==> config.mk <==
export PLATFORM = sky130hd
export DESIGN_NAME = vend_arbiter_flat
export DESIGN_NICKNAME = d
export VERILOG_FILES = /design/src/rtl/vend_arbiter_pkg.sv /design/src/rtl/vend_arbiter_if.sv /design/src/rtl/vend_arbiter_rr_pick2.sv /design/src/rtl/vend_arbiter.sv /design/src/flat_wrapper.sv
export SDC_FILE = /design/constraint.sdc
export NUM_CORES = 1
export LEC_CHECK = 0
export CAP_MARGIN = 20
export CORE_ASPECT_RATIO = 1.5
export CORE_MARGIN = 2
export CORE_UTILIZATION = 35
export CTS_CLUSTER_SIZE = 28
export DETAILED_ROUTE_END_ITERATION = 10
export PLACE_DENSITY = 0.61
export SETUP_SLACK_MARGIN = 0.2
export SYNTH_ARGS = -nofsm -noshare
export SYNTH_HDL_FRONTEND = slang
export SYNTH_SLANG_ARGS = --single-unit
==> constraint.sdc <==
create_clock -name clk -period 2.3 [get_ports clk]
set_clock_uncertainty 0.05 [all_clocks]
set_input_delay 0.46 -clock clk [delete_from_list [all_inputs] [get_ports clk]]
set_output_delay 0.46 -clock clk [all_outputs]
set_load 0.01 [all_outputs]
==> src/rtl/vend_arbiter_pkg.sv <==
// Shared types and constants for the two-panel vending arbiter.
//   MONEY_W / DRINK_W / DOUT_W : coin, drink-code and dispense widths
//   panel_t                    : panel index (0 or 1)
//   arb_state_t                : arbiter session states
//   panel_onehot()             : panel index -> one-hot grant vector
package vend_pkg;

  localparam int MONEY_W = 6;
  localparam int DRINK_W = 3;
  localparam int DOUT_W  = 4;

  typedef logic panel_t;

  typedef enum logic [2:0] {
    ST_IDLE    = 3'd0,
    ST_SESSION = 3'd1,
    ST_CANCEL  = 3'd2,
    ST_DRAIN   = 3'd3,
    ST_RELEASE = 3'd4
  } arb_state_t;

  function automatic logic [1:0] panel_onehot(panel_t p);
    return p ? 2'b10 : 2'b01;
  endfunction

endpackage

==> src/rtl/vend_arbiter_if.sv <==
// Signal bundle between the two customer panels, the arbiter and the
// vending core.
//   slave  : the arbiter's view (panel + core inputs in, grants/results out)
//   master : the environment's view (panels and core model)
//
// Session protocol: a panel holds req[i] high for as long as it wants the
// core. gnt is one-hot and marks the owner from the grant cycle until the
// session ends. The session ends with a single-cycle done[i] pulse to the
// owner; change_amt (and timed_out for that cycle) are valid while done is
// nonzero, and change_amt holds its value until the next done pulse.
// Dropping req[i] while owning the core aborts the session like a cancel.
interface vend_arbiter_if;
  import vend_pkg::*;

  logic [1:0]         req;
  logic [MONEY_W-1:0] money0;
  logic [MONEY_W-1:0] money1;
  logic [DRINK_W-1:0] choose0;
  logic [DRINK_W-1:0] choose1;
  logic               cancel0;
  logic               cancel1;
  logic [MONEY_W-1:0] core_money;
  logic [DRINK_W-1:0] core_choose;
  logic               core_cancel;
  logic [DOUT_W-1:0]  core_drink_out;
  logic [MONEY_W-1:0] core_change;
  logic [1:0]         gnt;
  logic               busy;
  logic [1:0]         done;
  logic [MONEY_W-1:0] change_amt;
  logic               timed_out;

  modport slave (
    input  req, money0, money1, choose0, choose1, cancel0, cancel1,
    input  core_drink_out, core_change,
    output core_money, core_choose, core_cancel,
    output gnt, busy, done, change_amt, timed_out
  );

  modport master (
    output req, money0, money1, choose0, choose1, cancel0, cancel1,
    output core_drink_out, core_change,
    input  core_money, core_choose, core_cancel,
    input  gnt, busy, done, change_amt, timed_out
  );

endinterface

==> src/rtl/vend_arbiter_rr_pick2.sv <==
// Two-way round-robin picker (combinational).
//   req_i  : per-panel request
//   last_i : panel granted most recently
//   pick_o : one-hot winner, 0 when nobody requests
// A lone request always wins; on a tie the panel that was not served last wins.
module rr_pick2
  import vend_pkg::*;
(
  input  logic [1:0] req_i,
  input  panel_t     last_i,
  output logic [1:0] pick_o
);

  always_comb begin
    pick_o = 2'b00;
    case (req_i)
      2'b01:   pick_o = 2'b01;
      2'b10:   pick_o = 2'b10;
      2'b11:   pick_o = panel_onehot(~last_i);
      default: pick_o = 2'b00;
    endcase
  end

endmodule

==> src/rtl/vend_arbiter.sv <==
// Shares one vending core between two front panels.
//   clk, rst_n   : clock, asynchronous active-low reset
//   bus (slave)  : panel requests/inputs, core interface, grant and results
//   dbg_state_o  : current session state
// Parameters: TIMEOUT_CYC (inactivity limit, >=2), DRAIN_CYC (change
// sampling window after session end, >=1).
module vend_arbiter
  import vend_pkg::*;
#(
  parameter int TIMEOUT_CYC = 1000,
  parameter int DRAIN_CYC   = 3
) (
  input  logic          clk,
  input  logic          rst_n,
  vend_arbiter_if.slave bus,
  output arb_state_t    dbg_state_o
);

  localparam int CNT_W = $clog2(TIMEOUT_CYC);
  localparam int DRN_W = $clog2(DRAIN_CYC + 1);
  localparam logic [CNT_W-1:0] IDLE_LAST  = CNT_W'(TIMEOUT_CYC - 1);
  localparam logic [CNT_W-1:0] IDLE_SAT   = {CNT_W{1'b1}};
  localparam logic [DRN_W-1:0] DRAIN_LAST = DRN_W'(DRAIN_CYC - 1);

  arb_state_t         state_q;
  logic [1:0]         gnt_q;
  panel_t             last_q;
  logic [CNT_W-1:0]   idle_q, idle_d;
  logic [DRN_W-1:0]   drain_q;
  logic               to_q;
  logic [MONEY_W-1:0] chg_q, chg_d;
  logic [1:0]         done_q;
  logic [MONEY_W-1:0] change_amt_q;
  logic               timed_out_q;

  logic [1:0]         pick;
  panel_t             owner;
  logic [MONEY_W-1:0] own_money;
  logic [DRINK_W-1:0] own_choose;
  logic               own_cancel, own_req, own_active;

  rr_pick2 u_pick (
    .req_i  (bus.req),
    .last_i (last_q),
    .pick_o (pick)
  );

  // gnt is one-hot while a session is open, so its upper bit is the owner.
  assign owner      = gnt_q[1];
  assign own_money  = owner ? bus.money1  : bus.money0;
  assign own_choose = owner ? bus.choose1 : bus.choose0;
  assign own_cancel = owner ? bus.cancel1 : bus.cancel0;
  assign own_req    = owner ? bus.req[1]  : bus.req[0];
  assign own_active = (own_money != '0) || (own_choose != '0);

  // Idle count including the current cycle; the timeout fires when it
  // reaches TIMEOUT_CYC-1.
  assign idle_d = own_active ? '0 :
                  (idle_q == IDLE_SAT) ? idle_q : idle_q + CNT_W'(1);

  // Only the first nonzero change sample of the drain window is kept.
  assign chg_d = (chg_q == '0) ? bus.core_change : chg_q;

  always_ff @(posedge clk or negedge rst_n) begin
    if (!rst_n) begin
      state_q      <= ST_IDLE;
      gnt_q        <= 2'b00;
      last_q       <= 1'b1;
      idle_q       <= '0;
      drain_q      <= '0;
      to_q         <= 1'b0;
      chg_q        <= '0;
      done_q       <= 2'b00;
      change_amt_q <= '0;
      timed_out_q  <= 1'b0;
    end else begin
      done_q      <= 2'b00;
      timed_out_q <= 1'b0;
      case (state_q)
        ST_IDLE: begin
          if (pick != 2'b00) begin
            gnt_q   <= pick;
            idle_q  <= '0;
            state_q <= ST_SESSION;
          end
        end
        ST_SESSION: begin
          idle_q <= idle_d;
          // A dispense beats a cancel/req-drop, which beats the timeout.
          if (bus.core_drink_out != '0) begin
            drain_q <= '0;
            chg_q   <= '0;
            state_q <= ST_DRAIN;
          end else if (own_cancel || !own_req) begin
            state_q <= ST_CANCEL;
          end else if (idle_d == IDLE_LAST) begin
            to_q    <= 1'b1;
            state_q <= ST_CANCEL;
          end
        end
        ST_CANCEL: begin
          drain_q <= '0;
          chg_q   <= '0;
          state_q <= ST_DRAIN;
        end
        ST_DRAIN: begin
          chg_q   <= chg_d;
          drain_q <= drain_q + DRN_W'(1);
          if (drain_q == DRAIN_LAST) begin
            done_q       <= gnt_q;
            change_amt_q <= chg_d;
            timed_out_q  <= to_q;
            state_q      <= ST_RELEASE;
          end
        end
        ST_RELEASE: begin
          last_q  <= owner;
          gnt_q   <= 2'b00;
          to_q    <= 1'b0;
          idle_q  <= '0;
          drain_q <= '0;
          chg_q   <= '0;
          state_q <= ST_IDLE;
        end
        default: state_q <= ST_IDLE;
      endcase
    end
  end

  assign bus.core_money  = (state_q == ST_SESSION) ? own_money  : '0;
  assign bus.core_choose = (state_q == ST_SESSION) ? own_choose : '0;
  assign bus.core_cancel = (state_q == ST_CANCEL);
  assign bus.gnt         = gnt_q;
  assign bus.busy        = (state_q != ST_IDLE);
  assign bus.done        = done_q;
  assign bus.change_amt  = change_amt_q;
  assign bus.timed_out   = timed_out_q;
  assign dbg_state_o     = state_q;

endmodule
==> src/flat_wrapper.sv <==
// flat-port wrapper written by rule: the top's interface ports become plain ports
module vend_arbiter_flat import vend_pkg::*;
#(
  parameter int TIMEOUT_CYC = 1000,
  parameter int DRAIN_CYC   = 3
)
  (clk, rst_n, dbg_state_o, bus_req, bus_money0, bus_money1, bus_choose0, bus_choose1, bus_cancel0, bus_cancel1, bus_core_drink_out, bus_core_change, bus_core_money, bus_core_choose, bus_core_cancel, bus_gnt, bus_busy, bus_done, bus_change_amt, bus_timed_out);
  vend_arbiter_if bus_i ();
  input  logic clk;
  input  logic rst_n;
  output arb_state_t dbg_state_o;
  input wire logic [$bits(bus_i.req)-1:0] bus_req;
  input wire logic [$bits(bus_i.money0)-1:0] bus_money0;
  input wire logic [$bits(bus_i.money1)-1:0] bus_money1;
  input wire logic [$bits(bus_i.choose0)-1:0] bus_choose0;
  input wire logic [$bits(bus_i.choose1)-1:0] bus_choose1;
  input wire logic [$bits(bus_i.cancel0)-1:0] bus_cancel0;
  input wire logic [$bits(bus_i.cancel1)-1:0] bus_cancel1;
  input wire logic [$bits(bus_i.core_drink_out)-1:0] bus_core_drink_out;
  input wire logic [$bits(bus_i.core_change)-1:0] bus_core_change;
  output wire logic [$bits(bus_i.core_money)-1:0] bus_core_money;
  output wire logic [$bits(bus_i.core_choose)-1:0] bus_core_choose;
  output wire logic [$bits(bus_i.core_cancel)-1:0] bus_core_cancel;
  output wire logic [$bits(bus_i.gnt)-1:0] bus_gnt;
  output wire logic [$bits(bus_i.busy)-1:0] bus_busy;
  output wire logic [$bits(bus_i.done)-1:0] bus_done;
  output wire logic [$bits(bus_i.change_amt)-1:0] bus_change_amt;
  output wire logic [$bits(bus_i.timed_out)-1:0] bus_timed_out;
  assign bus_i.req = bus_req;
  assign bus_i.money0 = bus_money0;
  assign bus_i.money1 = bus_money1;
  assign bus_i.choose0 = bus_choose0;
  assign bus_i.choose1 = bus_choose1;
  assign bus_i.cancel0 = bus_cancel0;
  assign bus_i.cancel1 = bus_cancel1;
  assign bus_i.core_drink_out = bus_core_drink_out;
  assign bus_i.core_change = bus_core_change;
  assign bus_core_money = bus_i.core_money;
  assign bus_core_choose = bus_i.core_choose;
  assign bus_core_cancel = bus_i.core_cancel;
  assign bus_gnt = bus_i.gnt;
  assign bus_busy = bus_i.busy;
  assign bus_done = bus_i.done;
  assign bus_change_amt = bus_i.change_amt;
  assign bus_timed_out = bus_i.timed_out;
  vend_arbiter #(.TIMEOUT_CYC(TIMEOUT_CYC), .DRAIN_CYC(DRAIN_CYC)) u_core (.clk(clk), .rst_n(rst_n), .bus(bus_i), .dbg_state_o(dbg_state_o));
endmodule
==> results.md <==
* Status: finished, final reports clean
* Die Ht at between 90 and 100 um
* Die width at about 67 um
* Fin crit share at 0.883
* Seq cells post-synth at 34
* Pwr/cell area at around 860 mW/mm^2
* EDFF count, synth at 0
* CP bufs+invs at 2
* Fill count at 575
* Ant. Diodes at 0
* Final HPWL from detailed placement at ~4500 um
* Synth cell count leaders: dfrtp_1, nor2_1, a21oi_1
* Lkg Pwr at approximately 1.5 nW
* CTS tree: done
* DR vias at 2062
* Final Power at about 2.6 mW
* Htree depth at 2
* Worst EP arrival at about 1.5 ns
* Root buffer cell: clkbuf_8
* PortBufs at 58
* Final Hold Fails at 0
* Post-Syn Nets at around 270
* NumNets Final at 341
* Max frequency at just under 0.5 GHz
* Share of cells above drive strength 1 at 0.163
* GRT Total Usage at 0.186
* Max-cap violations at 0
* Cell depth of the worst setup path at 3
* Dominant synthesized flop cell: dfrtp_1
* Setup crit end: bus_busy
* Internal power at about 1.6 mW
* Most numerous cell in the Yosys netlist: dfrtp_1
* Clk buf depth at 2
* Crit-path max cell delay at approximately 0.42 ns
* Worst setup path start: u_core.dbg_state_o[2]$_DFFE_PN0P_
* Reg2Reg Depth at 7
* Synth-to-layout area growth at 44.7%
* R2r setup slk at between 0.3 and 0.4 ns
* Initial antenna violation count at 0
* RSZ-0062 raised after global routing: false
* Top cell type's share of synthesized area at 0.392
* Post-Route WL at around 6000 um
* Max-slew headroom at 0.545
* Vias per cell at around 5.5
* Slew at the pin closest to its max-slew limit at ~0.67 ns
* Switching share of power at 0.374
* Tmin final at ~2.0 ns
* Setup crit end kind: output port
* Cells after Synth at roughly 240
* Initial Utilization at 0.362
* Post-Syn Area at about 0.0021 mm^2
* Residual DRC at 0
* Largest net degree at the start of global routing at 35
* Post-Syn Area per Cell at between 8 and 9 um^2
* Drt first pass iters at 5
* Wire per inst at roughly 16 um
* Row count at 34
* Family with the most delay on the worst path: buffers and inverters
* CTS Buf Count at 5
* Final Util at 0.523
* GPL Wtd Cong at a little under 0.9
* Max-slew violations at 0
* Req. time, crit path at between 1.5 and 2 ns
* Hold Slack at around 0.43 ns
* Clock transition at path regs at around 0.07 ns
* Worst r2r src: u_core.bus.gnt[1]$_DFFE_PN0P_
* Cts hold-fix bufs at 0
* Combinational share of power at 0.493
* First-pass GRT wire length at between 9000 and 10000 um
* Yosys warnings at 0
* Cell Chain, Critical Path: buf_4 -> or3_1 -> dlygate4sd2_1
* Crit start category: flip-flop
* Clk Latency, worst-skew pair at ~0.29 ns
* Top post-synthesis cells by area: dfrtp_1, mux2i_1, a21oi_1
* Core Area at approximately 0.006 mm^2
* Critical-path top delay cell: dfrtp_1
* Worst hold-check path type: flip-flop to flip-flop
* GRT Residual Overflow at 0
* Detail Route Antenna Nets at 0
* Sequential area share after synthesis at 0.404
* Sw Pwr at between 0.9 and 1 mW
* # setup viols final at 0
* Clk pwr share at 0.182
* Total area of sequential cells at roughly 860 um^2
* DR iter-0 viols at around 140
* Peak supply drop at between 0.0003 and 0.0004 V
* Vias in the first global route at just over 2000
* Crit-path max FO at 15
* Sequential Power Share at 0.325
* Ys async rst share at 1.00
* Number of distinct library cells after synthesis at 54
* Worst r2r dst: u_core.dbg_state_o[1]$_DFFE_PN0P_
* Critical path class: flip-flop to output port
* TritonCTS Sinks at 34
* Multi-input gate area at 0.00122 mm^2
* Die Area at approximately 0.0067 mm^2
* Boundary Pins at around 60
* Largest area contributor in the netlist: dfrtp_1
[per-stage QoR]
| step | instance area, um^2 | TNS [ns] | setup slack (ns) | instances |
|---|---|---|---|---|
| 2_1_floorplan | 2110 | 0 | 0.427 | 236 |
| 3_3_place_gp | 2820 | -0.545 | -0.145 | 366 |
| 3_5_place_dp | 2820 | -0.807 | -0.170 | 366 |
| 4_1_cts | 2950 | 0 | 0.0303 | 376 |
| 5_1_grt | 3050 | 0 | 0.201 | 378 |
| 6_report | 3050 | 0 | 0.268 | 378 |
[cells by family (layout without fill, tap and decap cells)]
group	after synthesis	in the layout	share of synthesized area
compound gates	76	76	0.242
fa+ha+maj	2	2	0.0119
buf+inv	23	93	0.0528
flops	34	34	0.404
mux	11	11	0.0523
simple gates	90	90	0.236
[registers in the layout, indices dropped and copies added (netlist names)]
name                   count
u_core.drain_q             2
u_core.bus.done            2
u_core.bus.change_amt      6
u_core.to_q                1
u_core.last_q              1
u_core.idle_q             10
u_core.dbg_state_o         3
u_core.chg_q               6
u_core.bus.gnt             2
u_core.bus.timed_out       1
[cell usage in the layout (no fill, tap or decap), drive strengths merged, types with 9 or more instances in the layout]
master / count
dlymetal6s2s: 10
buf: 18
nand2: 17
mux2i: 11
nor3: 9
a22o: 10
a21oi: 20
inv: 9
nand3: 9
o21ai: 18
nor2: 24
dfrtp: 33
clkdlybuf4s50: 44
[power groups by stage]
stage | sequential (mW) | combinational, mW | clock [mW]
after global placement | 0.859 | 1.22 | 0
after floorplan | 0.896 | 0.637 | 0
after global routing | 0.867 | 1.42 | 0.513
after detailed placement | 0.867 | 1.23 | 0
after CTS | 0.848 | 1.27 | 0.483
final | 0.849 | 1.29 | 0.476
[per-layer routing]
layer | vias up | share of wire | global-route usage
met5 | - | 0 | 0
met4 | 0 | 0.012 | 0.0440
met3 | 8 | 0.039 | 0.0331
met1 | 989 | 0.39 | 0.216
li1 | 1019 | - | -
met2 | 46 | 0.56 | 0.343
[worst register-to-register path: stages, from the launching register on]
cell and delay, ns:
dfrtp_2 0.44, buf_4 0.17, buf_4 0.14, nor4_4 0.14
o221ai_1 0.15, or4_4 0.54, nor3_2 0.12, o2bb2ai_1 0.13
[final cells by class]
class,count,area share
Clock buffer,6,0.0271
Clock inverter,2,0.00411
Tap cell,72,0.0296
Sequential cell,34,0.281
Multi-Input combinational cell,179,0.401
Inverter,9,0.0111
Timing Repair Buffer,76,0.247
[how the worst min path moves through the flow]
stage	slack [ns]	cells past startpoint	endpoint	start
2_1_floorplan	0.11	0	u_core.bus.change_amt[0]$_DFFE_PN0P_	rst_n
3_3_place_gp	0.41	2	u_core.bus.change_amt[2]$_DFFE_PN0P_	u_core.bus.change_amt[2]$_DFFE_PN0P_
3_5_place_dp	0.42	2	u_core.bus.change_amt[5]$_DFFE_PN0P_	u_core.bus.change_amt[5]$_DFFE_PN0P_
4_1_cts	0.44	2	u_core.bus.change_amt[5]$_DFFE_PN0P_	u_core.bus.change_amt[5]$_DFFE_PN0P_
5_1_grt	0.46	2	u_core.bus.change_amt[4]$_DFFE_PN0P_	u_core.bus.change_amt[4]$_DFFE_PN0P_
6_report	0.43	2	u_core.bus.change_amt[5]$_DFFE_PN0P_	u_core.bus.change_amt[5]$_DFFE_PN0P_
[what timing repair did]
item / in CTS / in global routing
setup endpoints to repair: 16 / 17
gates resized for setup: 12 / 21
setup buffers: 2 / 2
pin swaps: 3 / 5
cloned: 0 / 0
(Power assumes the default switching activity.)
==> patch, RTL diff (same settings) <==
Register the output `dbg_state_o` once more; this adds one clock of latency there. The other outputs are not delayed to match.
--- a/src/rtl/vend_arbiter.sv
+++ b/src/rtl/vend_arbiter.sv
@@ -135,6 +135,8 @@
   assign bus.done        = done_q;
   assign bus.change_amt  = change_amt_q;
   assign bus.timed_out   = timed_out_q;
-  assign dbg_state_o     = state_q;
+  always_ff @(posedge clk) begin
+    dbg_state_o <= state_q;
+  end
 
 endmodule
Check against the original RTL: not equivalent (Yosys sat finds a counterexample within 4 cycles, from zero or initial values and one cycle with rst_n low).
==> patch against the unedited design <==
Sequential cell count up 3; global-route usage down 0.86 points; setup slack worse by 0.012 ns; register-to-register slack better by 0.04 ns; total power about the same; design area down 3.9%; combinational power down 7%; synthesized cell count down 0.42%; routed wire length down 11%; area after synthesis down 2.1%; largest cell class unchanged.
==> patch: results (changes against the unedited design) <==
stage,metric,value,unit,change
run_status,status,"finished, final reports clean",,
critical_path,R2R Path End,u_core.state_q[1],,
placement,GP Congestion,0.837,,-4.0%
route,Routed WL per cell,13.9,microns,-12%
logic_synthesis,async set-reset flop share out of synthesis,91.9,%,-8.1 points
logic_synthesis,number of library cell types mapped by synthesis,50,,-7.4%
logic_synthesis,list of most frequent post-synthesis cells,"dfrtp_1, nor2_1, a21oi_1",,
logic_synthesis,mux contribution to synthesized area,4.37,%,-0.86 points
power,leakage power,1.25,nW,-14%
sta,relative slew slack,70.5,%,+16 points
min_path,hold wc startpoint,u_core.bus.change_amt[1],,
critical_path,crit-path max cell delay,0.56,ns,+0.14 ns
critical_path,crit path to,bus_gnt[1],,
critical_path,reg2reg path depth,6,,-1
logic_synthesis,share of the yosys chip area belonging to registers,44.2,%,+3.8 points
placement,Placed Area,2830,sq um,+0.58%
critical_path,slowest CP cell,dfrtp_4,,
placement,dpl ws,0.0583,ns,+0.229 ns
logic_synthesis,"Net Count, Synth",271,,-0.37%
cts,post-cts resize count,18,,+6
global_route,vias in the first global route,1952,,-3.7%
global_route,global-route wire length before repair,9030,microns,-6.6%
logic_synthesis,post-synthesis compound-gate area fraction,19.2,%,-5.0 points
layout,Layout Nets,345,,+1.2%
layout,share of layout cells above drive strength 1,12.6,%,-3.8 points
placement,DP HPWL,4180,microns,-7.2%
logic_synthesis,Synth area leaders,"dfrtp_1, a21oi_1, nor2_1, mux2i_1, o21ai_0",,
sta,crit path time final,2.04,ns,+0.0124 ns
power,worst vdd ir,382,uV,+7.1%
route,routed vias/inst,5.15,,-5.7%
-- patch: where the power goes --
group	internal, W	total [W]	switching (W)
combinational	0.000631	0.00120	0.000573
clock	0.000210	0.000445	0.000235
sequential	0.000826	0.000966	0.000140
total	0.00167	0.00262	0.000949
-- patch: layout make-up --
class / count / area, sq um / area share [%]
timing repair buffer: 75 / 707 / 24.1
tap: 72 / 90.1 / 3.08
clock inverter: 2 / 10.0 / 0.342
multi-input combinational: 181 / 1100 / 37.5
inverter: 9 / 33.8 / 1.15
sequential: 37 / 916 / 31.3
clock buffer: 6 / 72.6 / 2.48
-- patch: layer usage --
metal / GRT usage [%] / routed length, microns
met1: 19.7 / 2090
met5: 0 / 0
met4: 5.81 / 105
met2: 32.9 / 2970
met3: 3.34 / 159
-- patch: stage by stage --
step	hold WS, ns	cells
after floorplan	0.114	235
after global placement	0.412	374
after detailed placement	0.418	374
after CTS	0.435	382
after global routing	0.447	382
final	0.426	382
